===== config.mk =====
export PLATFORM = sky130hd
export DESIGN_NAME = operand_fetch_flat
export DESIGN_NICKNAME = d
export VERILOG_FILES = /design/src/rtl/operand_fetch_if.sv /design/src/rtl/operand_fetch.sv /design/src/flat_wrapper.sv
export SDC_FILE = /design/constraint.sdc
export NUM_CORES = 1
export LEC_CHECK = 0
export ABC_AREA = 1
export CAP_MARGIN = 20
export CORE_MARGIN = 10
export CORE_UTILIZATION = 49
export DETAILED_ROUTE_END_ITERATION = 16
export HOLD_SLACK_MARGIN = 0.05
export PLACE_DENSITY = 0.89
export SLEW_MARGIN = 10
export SYNTH_ARGS = -nofsm -noshare
export SYNTH_HDL_FRONTEND = slang
export SYNTH_SLANG_ARGS = --single-unit

===== constraint.sdc =====
create_clock -name clk -period 2.6 [get_ports clk]
set_clock_uncertainty 0.2 [all_clocks]
set_input_delay 0.65 -clock clk [delete_from_list [all_inputs] [get_ports clk]]
set_output_delay 0.65 -clock clk [all_outputs]
set_load 0.01 [all_outputs]

===== src/rtl/operand_fetch_if.sv =====
// Decode-to-execute handshake bundle for operand_fetch.
// The slave modport is the fetch stage; master is the surrounding pipeline.
interface operand_fetch_if #(
  parameter int unsigned AW        = 6,
  parameter int unsigned DW        = 32,
  parameter int unsigned PAYLOAD_W = 16
);
  logic                 dec_valid;
  logic                 dec_ready;
  logic [AW-1:0]        dec_ra1;
  logic [AW-1:0]        dec_ra2;
  logic [AW-1:0]        dec_wa;
  logic                 dec_we;
  logic [PAYLOAD_W-1:0] dec_payload;

  logic                 ex_valid;
  logic                 ex_ready;
  logic [DW-1:0]        ex_op1;
  logic [DW-1:0]        ex_op2;
  logic [AW-1:0]        ex_wa;
  logic                 ex_we;
  logic [PAYLOAD_W-1:0] ex_payload;

  modport master (
    output dec_valid, dec_ra1, dec_ra2, dec_wa, dec_we, dec_payload, ex_ready,
    input  dec_ready, ex_valid, ex_op1, ex_op2, ex_wa, ex_we, ex_payload
  );

  modport slave (
    input  dec_valid, dec_ra1, dec_ra2, dec_wa, dec_we, dec_payload, ex_ready,
    output dec_ready, ex_valid, ex_op1, ex_op2, ex_wa, ex_we, ex_payload
  );
endinterface


===== src/rtl/operand_fetch.sv =====
// Issue stage: scoreboarded hazard wait, regfile read, operand hand-off to execute.
// Define OPFETCH_BYPASS_EN to forward writeback data to pending sources while in CHK.
module operand_fetch #(
  parameter int unsigned AW        = 6,
  parameter int unsigned DW        = 32,
  parameter int unsigned PAYLOAD_W = 16
) (
  input  logic            clk,
  input  logic            rst,
  operand_fetch_if.slave  bus,
  output logic [AW-1:0]   rf_ra1,
  output logic [AW-1:0]   rf_ra2,
  input  logic [DW-1:0]   rf_rd1,
  input  logic [DW-1:0]   rf_rd2,
  input  logic            wb_we,
  input  logic [AW-1:0]   wb_wa,
  input  logic [DW-1:0]   wb_wd,
  output logic [15:0]     stall_cnt
);

  localparam int unsigned NumRegs = 2 ** AW;

  typedef enum logic [2:0] {StIdle, StChk, StRd, StData, StOut} state_e;

  state_e               state_q, state_d;
  logic [AW-1:0]        ra1_q, ra1_d, ra2_q, ra2_d, wa_q, wa_d;
  logic                 we_q, we_d;
  logic [PAYLOAD_W-1:0] payload_q, payload_d;
  logic [NumRegs-1:0]   pend_q, pend_d;
  logic [15:0]          stall_q, stall_d;
  logic                 ex_valid_q, ex_valid_d;
  logic [DW-1:0]        ex_op1_q, ex_op1_d, ex_op2_q, ex_op2_d;
  logic [AW-1:0]        ex_wa_q, ex_wa_d;
  logic                 ex_we_q, ex_we_d;
  logic [PAYLOAD_W-1:0] ex_payload_q, ex_payload_d;

  logic src1_haz, src2_haz, dst_haz, hazard;
  logic [DW-1:0] op1_src, op2_src;

`ifdef OPFETCH_BYPASS_EN
  logic [DW-1:0] byp1_q, byp1_d, byp2_q, byp2_d;
  logic          byp1_v_q, byp1_v_d, byp2_v_q, byp2_v_d;
  logic          wb_hit1, wb_hit2;

  // A pending source whose writeback lands this cycle is satisfied by forwarding.
  assign wb_hit1  = wb_we && (wb_wa == ra1_q) && pend_q[ra1_q];
  assign wb_hit2  = wb_we && (wb_wa == ra2_q) && pend_q[ra2_q];
  assign src1_haz = pend_q[ra1_q] && !wb_hit1;
  assign src2_haz = pend_q[ra2_q] && !wb_hit2;
  assign op1_src  = byp1_v_q ? byp1_q : rf_rd1;
  assign op2_src  = byp2_v_q ? byp2_q : rf_rd2;
`else
  logic unused_wb_wd;

  assign unused_wb_wd = ^wb_wd;
  assign src1_haz     = pend_q[ra1_q];
  assign src2_haz     = pend_q[ra2_q];
  assign op1_src      = rf_rd1;
  assign op2_src      = rf_rd2;
`endif

  assign dst_haz = we_q && pend_q[wa_q];
  assign hazard  = src1_haz || src2_haz || dst_haz;

  always_comb begin
    state_d      = state_q;
    ra1_d        = ra1_q;
    ra2_d        = ra2_q;
    wa_d         = wa_q;
    we_d         = we_q;
    payload_d    = payload_q;
    pend_d       = pend_q;
    stall_d      = stall_q;
    ex_valid_d   = ex_valid_q;
    ex_op1_d     = ex_op1_q;
    ex_op2_d     = ex_op2_q;
    ex_wa_d      = ex_wa_q;
    ex_we_d      = ex_we_q;
    ex_payload_d = ex_payload_q;
`ifdef OPFETCH_BYPASS_EN
    byp1_d       = byp1_q;
    byp2_d       = byp2_q;
    byp1_v_d     = byp1_v_q;
    byp2_v_d     = byp2_v_q;
`endif

    if (wb_we) pend_d[wb_wa] = 1'b0;

    unique case (state_q)
      StIdle: begin
        if (bus.dec_valid) begin
          ra1_d     = bus.dec_ra1;
          ra2_d     = bus.dec_ra2;
          wa_d      = bus.dec_wa;
          we_d      = bus.dec_we;
          payload_d = bus.dec_payload;
          state_d   = StChk;
        end
      end
      StChk: begin
`ifdef OPFETCH_BYPASS_EN
        if (wb_hit1) begin
          byp1_d   = wb_wd;
          byp1_v_d = 1'b1;
        end
        if (wb_hit2) begin
          byp2_d   = wb_wd;
          byp2_v_d = 1'b1;
        end
`endif
        if (hazard) begin
          if (stall_q != 16'hFFFF) stall_d = stall_q + 16'd1;
        end else begin
          state_d = StRd;
        end
      end
      StRd: state_d = StData;
      StData: begin
        ex_op1_d     = op1_src;
        ex_op2_d     = op2_src;
        ex_wa_d      = wa_q;
        ex_we_d      = we_q;
        ex_payload_d = payload_q;
        ex_valid_d   = 1'b1;
        state_d      = StOut;
      end
      StOut: begin
        if (bus.ex_ready) begin
          ex_valid_d = 1'b0;
          // Applied after the writeback clear so a same-index set wins.
          if (ex_we_q) pend_d[ex_wa_q] = 1'b1;
`ifdef OPFETCH_BYPASS_EN
          byp1_v_d = 1'b0;
          byp2_v_d = 1'b0;
`endif
          state_d = StIdle;
        end
      end
      default: state_d = StIdle;
    endcase
  end

  always_ff @(posedge clk) begin
    if (rst) begin
      state_q      <= StIdle;
      ra1_q        <= '0;
      ra2_q        <= '0;
      wa_q         <= '0;
      we_q         <= 1'b0;
      payload_q    <= '0;
      pend_q       <= '0;
      stall_q      <= '0;
      ex_valid_q   <= 1'b0;
      ex_op1_q     <= '0;
      ex_op2_q     <= '0;
      ex_wa_q      <= '0;
      ex_we_q      <= 1'b0;
      ex_payload_q <= '0;
`ifdef OPFETCH_BYPASS_EN
      byp1_q       <= '0;
      byp2_q       <= '0;
      byp1_v_q     <= 1'b0;
      byp2_v_q     <= 1'b0;
`endif
    end else begin
      state_q      <= state_d;
      ra1_q        <= ra1_d;
      ra2_q        <= ra2_d;
      wa_q         <= wa_d;
      we_q         <= we_d;
      payload_q    <= payload_d;
      pend_q       <= pend_d;
      stall_q      <= stall_d;
      ex_valid_q   <= ex_valid_d;
      ex_op1_q     <= ex_op1_d;
      ex_op2_q     <= ex_op2_d;
      ex_wa_q      <= ex_wa_d;
      ex_we_q      <= ex_we_d;
      ex_payload_q <= ex_payload_d;
`ifdef OPFETCH_BYPASS_EN
      byp1_q       <= byp1_d;
      byp2_q       <= byp2_d;
      byp1_v_q     <= byp1_v_d;
      byp2_v_q     <= byp2_v_d;
`endif
    end
  end

  assign bus.dec_ready  = (state_q == StIdle);
  assign bus.ex_valid   = ex_valid_q;
  assign bus.ex_op1     = ex_op1_q;
  assign bus.ex_op2     = ex_op2_q;
  assign bus.ex_wa      = ex_wa_q;
  assign bus.ex_we      = ex_we_q;
  assign bus.ex_payload = ex_payload_q;
  assign rf_ra1         = ra1_q;
  assign rf_ra2         = ra2_q;
  assign stall_cnt      = stall_q;

endmodule


===== src/flat_wrapper.sv =====
// flat-port wrapper written by rule: the top's interface ports become plain ports
module operand_fetch_flat 
#(
  parameter int unsigned AW        = 6,
  parameter int unsigned DW        = 32,
  parameter int unsigned PAYLOAD_W = 16
)
  (clk, rst, rf_ra1, rf_ra2, rf_rd1, rf_rd2, wb_we, wb_wa, wb_wd, stall_cnt, bus_dec_valid, bus_dec_ra1, bus_dec_ra2, bus_dec_wa, bus_dec_we, bus_dec_payload, bus_ex_ready, bus_dec_ready, bus_ex_valid, bus_ex_op1, bus_ex_op2, bus_ex_wa, bus_ex_we, bus_ex_payload);
  operand_fetch_if #(.AW(AW), .DW(DW), .PAYLOAD_W(PAYLOAD_W)) bus_i ();
  input  logic clk;
  input  logic rst;
  output logic [AW-1:0] rf_ra1;
  output logic [AW-1:0] rf_ra2;
  input  logic [DW-1:0] rf_rd1;
  input  logic [DW-1:0] rf_rd2;
  input  logic wb_we;
  input  logic [AW-1:0] wb_wa;
  input  logic [DW-1:0] wb_wd;
  output logic [15:0] stall_cnt;
  input wire logic [$bits(bus_i.dec_valid)-1:0] bus_dec_valid;
  input wire logic [$bits(bus_i.dec_ra1)-1:0] bus_dec_ra1;
  input wire logic [$bits(bus_i.dec_ra2)-1:0] bus_dec_ra2;
  input wire logic [$bits(bus_i.dec_wa)-1:0] bus_dec_wa;
  input wire logic [$bits(bus_i.dec_we)-1:0] bus_dec_we;
  input wire logic [$bits(bus_i.dec_payload)-1:0] bus_dec_payload;
  input wire logic [$bits(bus_i.ex_ready)-1:0] bus_ex_ready;
  output wire logic [$bits(bus_i.dec_ready)-1:0] bus_dec_ready;
  output wire logic [$bits(bus_i.ex_valid)-1:0] bus_ex_valid;
  output wire logic [$bits(bus_i.ex_op1)-1:0] bus_ex_op1;
  output wire logic [$bits(bus_i.ex_op2)-1:0] bus_ex_op2;
  output wire logic [$bits(bus_i.ex_wa)-1:0] bus_ex_wa;
  output wire logic [$bits(bus_i.ex_we)-1:0] bus_ex_we;
  output wire logic [$bits(bus_i.ex_payload)-1:0] bus_ex_payload;
  assign bus_i.dec_valid = bus_dec_valid;
  assign bus_i.dec_ra1 = bus_dec_ra1;
  assign bus_i.dec_ra2 = bus_dec_ra2;
  assign bus_i.dec_wa = bus_dec_wa;
  assign bus_i.dec_we = bus_dec_we;
  assign bus_i.dec_payload = bus_dec_payload;
  assign bus_i.ex_ready = bus_ex_ready;
  assign bus_dec_ready = bus_i.dec_ready;
  assign bus_ex_valid = bus_i.ex_valid;
  assign bus_ex_op1 = bus_i.ex_op1;
  assign bus_ex_op2 = bus_i.ex_op2;
  assign bus_ex_wa = bus_i.ex_wa;
  assign bus_ex_we = bus_i.ex_we;
  assign bus_ex_payload = bus_i.ex_payload;
  operand_fetch #(.AW(AW), .DW(DW), .PAYLOAD_W(PAYLOAD_W)) u_core (.clk(clk), .rst(rst), .bus(bus_i), .rf_ra1(rf_ra1), .rf_ra2(rf_ra2), .rf_rd1(rf_rd1), .rf_rd2(rf_rd2), .wb_we(wb_we), .wb_wa(wb_wa), .wb_wd(wb_wd), .stall_cnt(stall_cnt));
endmodule

== After elaboration in Yosys (flattened, before gate mapping) ==
Index checks and enable logic that the tools add are counted.

* Add/sub/neg operators: 1
* $lt $le $gt $ge: 7
* Equality and inequality tests: 8
* Mux-type cells: 20
* Bitwise gates (word level): 3
* Reductions and logical operators: 11

{| class="wikitable"
|+ Operators with widths
! operator !! number
|-
| $mux W64 || 4
|-
| $and A64 B64 Y64 || 1
|-
| $not A64 Y64 || 1
|-
| $or A64 B64 Y64 || 1
|-
| $lt A6 B7 Y1 const B || 5
|-
| $bmux W1 S6 || 3
|-
| $add A16 B1 Y16 const B || 1
|-
| $ne A16 B16 Y1 const B || 1
|-
| $pmux W3 S5 || 1
|-
| $demux W1 S6 || 2
|-
| $ge A6 B1 Y1 const B || 2
|-
| $mux W3 || 3
|-
| $eq A3 B2 Y1 const B || 2
|-
| $mux W1 || 6
|-
| $ne A2 B2 Y1 const B || 3
|-
| $reduce_and A3 Y1 || 2
|-
| $reduce_and A2 Y1 || 2
|-
| $eq A3 B1 Y1 const B || 1
|-
| $eq A3 B3 Y1 const B || 1
|-
| $logic_and A1 B1 Y1 || 3
|-
| $logic_not A3 Y1 || 1
|-
| $logic_or A1 B1 Y1 || 2
|-
| $pmux W1 S2 || 1
|-
| $reduce_bool A2 Y1 || 1
|}

* Register bits after elaboration: 206
* Input bits: 142
* Output and inout port bits: 117
* Logic and storage cells: 64

== Depth between registers and ports, before layout ==
* Depth in word-level cells: 11
* Gate-level depth with buffers: 17
* Depth with buffers taken out: 15

== Worst setup path before layout ==
Ideal clock, no wire load.

* Path type: input -> register
* Start: input bus_ex_ready
* End: register u_core.pend_q[59]
* Setup time: 71 ps
* Arrival time: 1,817 ps
* Required time: 2,329 ps
* Setup slack: 512 ps
* Stages: 4
* Path buffers: 0
* Path through: clkinv_1 nor4_1 nand4_1 a21oi_1

* Longest elaborated chain between the ends: 2

{| class="wikitable"
|+ RTL lines
! item !! RTL line !! source
|-
| from (decl) || flat_wrapper.sv:26 || <nowiki>input wire logic [$bits(bus_i.ex_ready)-1:0] bus_ex_ready;</nowiki>
|-
| $mux W64 || operand_fetch.sv:128 || <nowiki>if (bus.ex_ready) begin</nowiki>
|-
| $mux W64 || operand_fetch.sv:89 || <nowiki>unique case (state_q)</nowiki>
|-
| to (signal assigned) || operand_fetch.sv:172 || <nowiki>pend_q <= pend_d;</nowiki>
|-
| to (decl) || operand_fetch.sv:29 || <nowiki>logic [NumRegs-1:0] pend_q, pend_d;</nowiki>
|}

Every way passes these cells.
A chain may end at the register's enable or synchronous reset.

== Worst setup path after layout ==
* Start: register u_core.ra2_q[2] (netlist: u_core.rf_ra2[2])
* End: output rf_ra2[2]

{| class="wikitable"
|+ RTL lines
! item !! RTL line !! source
|-
| from (decl) || operand_fetch.sv:26 || <nowiki>logic [AW-1:0] ra1_q, ra1_d, ra2_q, ra2_d, wa_q, wa_d;</nowiki>
|-
| from (signal assigned) || operand_fetch.sv:168 || <nowiki>ra2_q <= ra2_d;</nowiki>
|-
| to (decl) || flat_wrapper.sv:13 || <nowiki>output logic [AW-1:0] rf_ra2;</nowiki>
|}

No word-level cell between the ends.

==> flow_summary.json <==
{
  "ys_types": 31,
  "regArea_sq_um": 4130,
  "grt_start_max_net_pins": 98,
  "power.total_mw": 9.02,
  "rows": 52,
  "routedWlPerCell_um": 18.0,
  "clock_latency_ns": 0.51,
  "core_area_sq_um": 20100,
  "power_frac_seq": 0.397,
  "nFillCells": 1614,
  "final_common_cell": "nand2_1",
  "antenna_found_initial": 0,
  "port_buffers": 226,
  "setup_tns_ns": 0,
  "leakage_nw": 4.87,
  "post_cts_buffers": 0,
  "postSynthCellCount": 1463,
  "synth_seq_cells": 206,
  "crit_type": "reg2out",
  "antennaDiodeCount": 0,
  "nNetsFinal": 1800,
  "slew_headroom": 0.492,
  "fin_crit_sh": 0.941,
  "power.internal_mw": 6.13,
  "place_ws_ns": 0.140,
  "hold_viol": 0,
  "endpoint_kind": "output pin",
  "cap_violations": 0,
  "drtPass1Iterations": 7,
  "postSynthAreaPerCell_sq_um": 6.81,
  "die_area_sq_um": 26400,
  "finalSetupViolCount": 0,
  "die_h_um": 163,
  "grt_usage": 0.251,
  "ctsHtreeMaxLevel": 1,
  "grt_pass1_wl_mm": 54.9,
  "timing.final.ws_setup_ns": 0.152,
  "rsz0062_at_grt": "no",
  "clkPwrFrac": 0.348,
  "worstReg2RegStart": "u_core.rf_ra2[0]$_SDFFE_PP0P_",
  "dp.cells": 1902,
  "gp_congestion": 0.936,
  "wl_mm": 34.8,
  "hold_buffers": 0,
  "yosys_warnings": 0,
  "initial_core_util": 0.495,
  "mostFrequentLayoutCells": "nand2_1 (345), clkdlybuf4s50_1 (224), nand3_1 (211)",
  "ir_drop_mv": 0.540,
  "cts-root-buf": "clkbuf_16",
  "drive_gt1_frac": 0.0665,
  "status": "complete, no violations",
  "crit_start": "u_core.rf_ra2[2]$_SDFFE_PP0P_",
  "die_x_um": 163,
  "power_switching_mw": 2.90,
  "clkSinkCount": 206,
  "syn_area_sq_um": 9960,
  "hp-start": "u_core.payload_q[12]$_SDFFE_PP0P_",
  "combPwrFrac": 0.255,
  "vias": 10977,
  "crit_arrival_ns": 1.60,
  "antenna_left": 0,
  "drt_iter0_drc": 1490,
  "place_hpwl_mm": 24.8,
  "grt_pass1_vias": 10580,
  "syn_to_final_growth_pct": 31.4,
  "path_max_fanout": 9,
  "grt_overflow_total": 0,
  "tightestPinTransition_ns": 0.762,
  "cts_tree": "done",
  "viasPerCell": 5.66,
  "syn_nets": 1606,
  "final_cells": 1940,
  "cp.required_ns": 1.75,
  "clkTransAtPathRegs_ns": 0.06,
  "fmax_mhz": 409,
  "drc_errors": 0,
  "power-per-cell-area_nw_per_um2": 690,
  "slew_viol_final": 0,
  "ios": 259,
  "multiInputGateArea_sq_um": 5050,
  "ys_seq_area_frac": 0.414,
  "ctsLongestPathBuffers": 3,
  "hold_path_class": "reg2reg",
  "p_sw_frac": 0.321,
  "min_path_cells": 2,
  "cp-start-kind": "flip-flop",
  "numCtsBuffers": 23,
  "reg2reg_depth": 14,
  "period_minus_slack_ns": 2.45
}
## cells by family after synthesis
kind of cell | after synthesis | share of synthesized area
flip-flops | 206 | 0.414
AO/OA/AOI/OAI | 301 | 0.156
AND/OR/NAND/NOR | 787 | 0.337
buffers and inverters | 154 | 0.0794
adder cells (fa/ha/maj) | 1 | 0.00126
XOR/XNOR | 14 | 0.0123
## stage by stage
stage	cell area, sq um	utilization	hold WS, ns
after floorplan	9960	-	0.230
after global placement	12400	0.615	0.239
after detailed placement	12400	0.615	0.247
after CTS	13100	0.651	0.255
after global routing	13100	0.651	0.276
final	13100	0.651	0.256
## power groups by stage
stage	registers (mW)	clock network [mW]	logic, mW
global placement	3.63	0	2.21
CTS	3.58	3.18	2.27
floorplan	3.65	0	1.38
global route	3.61	3.32	2.49
detailed placement	3.64	0	2.26
finish	3.58	3.14	2.30
## layer usage
metal,vias up,global-route usage,share of wire
met2,620,0.413,0.47
met4,0,0.0873,0.030
met5,-,0,0
met1,5014,0.291,0.37
met3,96,0.102,0.13
li1,5247,-,-
## critical path: stages, from the launching register on
cell and delay, ns:
dfxtp_1 0.33, buf_4 0.20, clkdlybuf4s50_1 0.56
## cells in the mapped netlist
cell type,number,area (sq um)
buf_6,16,180
nand4_1,12,75.1
buf_2,11,55.1
inv_2,1,3.75
nor3_1,16,80.1
a21oi_2,10,87.6
inv_1,51,191
nand2_1,346,1300
o21ai_0,173,866
nand2_2,11,68.8
clkinv_1,6,22.5
dfxtp_1,206,4120
nor2_1,176,661
clkbuf_1,47,176
nor2_4,1,11.3
nand2_4,1,11.3
buf_1,3,11.3
buf_4,12,90.1
buf_12,1,20.0
a21oi_1,116,581
nor4_1,11,68.8
inv_4,5,31.3
o21a_1,1,7.51
inv_6,1,8.76
ha_1,1,12.5
xnor2_1,5,43.8
o31ai_1,1,7.51
nand3_2,1,10.0
xor2_1,9,78.8
nand3_1,211,1060
nand2_8,1,20.0
## path summary, 6_finish.rpt
kind / endpoint / slack (ns)
worst max-delay path: rf_ra2[2] / 0.15
worst min-delay path: u_core.payload_q[12]$_SDFFE_PP0P_ / 0.26
worst max register to register: u_core.stall_cnt[15]$_SDFFE_PP0P_ / 0.16
worst min register to register: u_core.payload_q[12]$_SDFFE_PP0P_ / 0.26
## registers in the layout, summed over array words and instances, names as in the netlist
register / count
u_core.rf_ra1: 6
u_core.bus.ex_wa: 6
u_core.bus.ex_valid: 1
u_core.we_q: 1
u_core.payload_q: 16
u_core.rf_ra2: 6
u_core.state_q: 3
u_core.bus.ex_op2: 32
u_core.bus.ex_op1: 32
u_core.bus.ex_we: 1
u_core.bus.ex_payload: 16
u_core.wa_q: 6
u_core.stall_cnt: 16
u_core.pend_q: 64
## area by class of cell
cell class	count	area share
Tap cell	270	0.0258
Inverter	64	0.0197
Clock inverter	10	0.00698
Timing Repair Buffer	259	0.197
Multi-Input combinational cell	1103	0.386
Clock buffer	28	0.0485
Sequential cell	206	0.316
## repair_timing
item / 4_1_cts / 5_1_grt
gates resized for setup: 3 / 3
pin swaps: 0 / 0
cloned: 0 / 0
endpoints found under the setup margin: 3 / 18
hold endpoints to repair: 0 / 0
(Power assumes the default switching activity.)
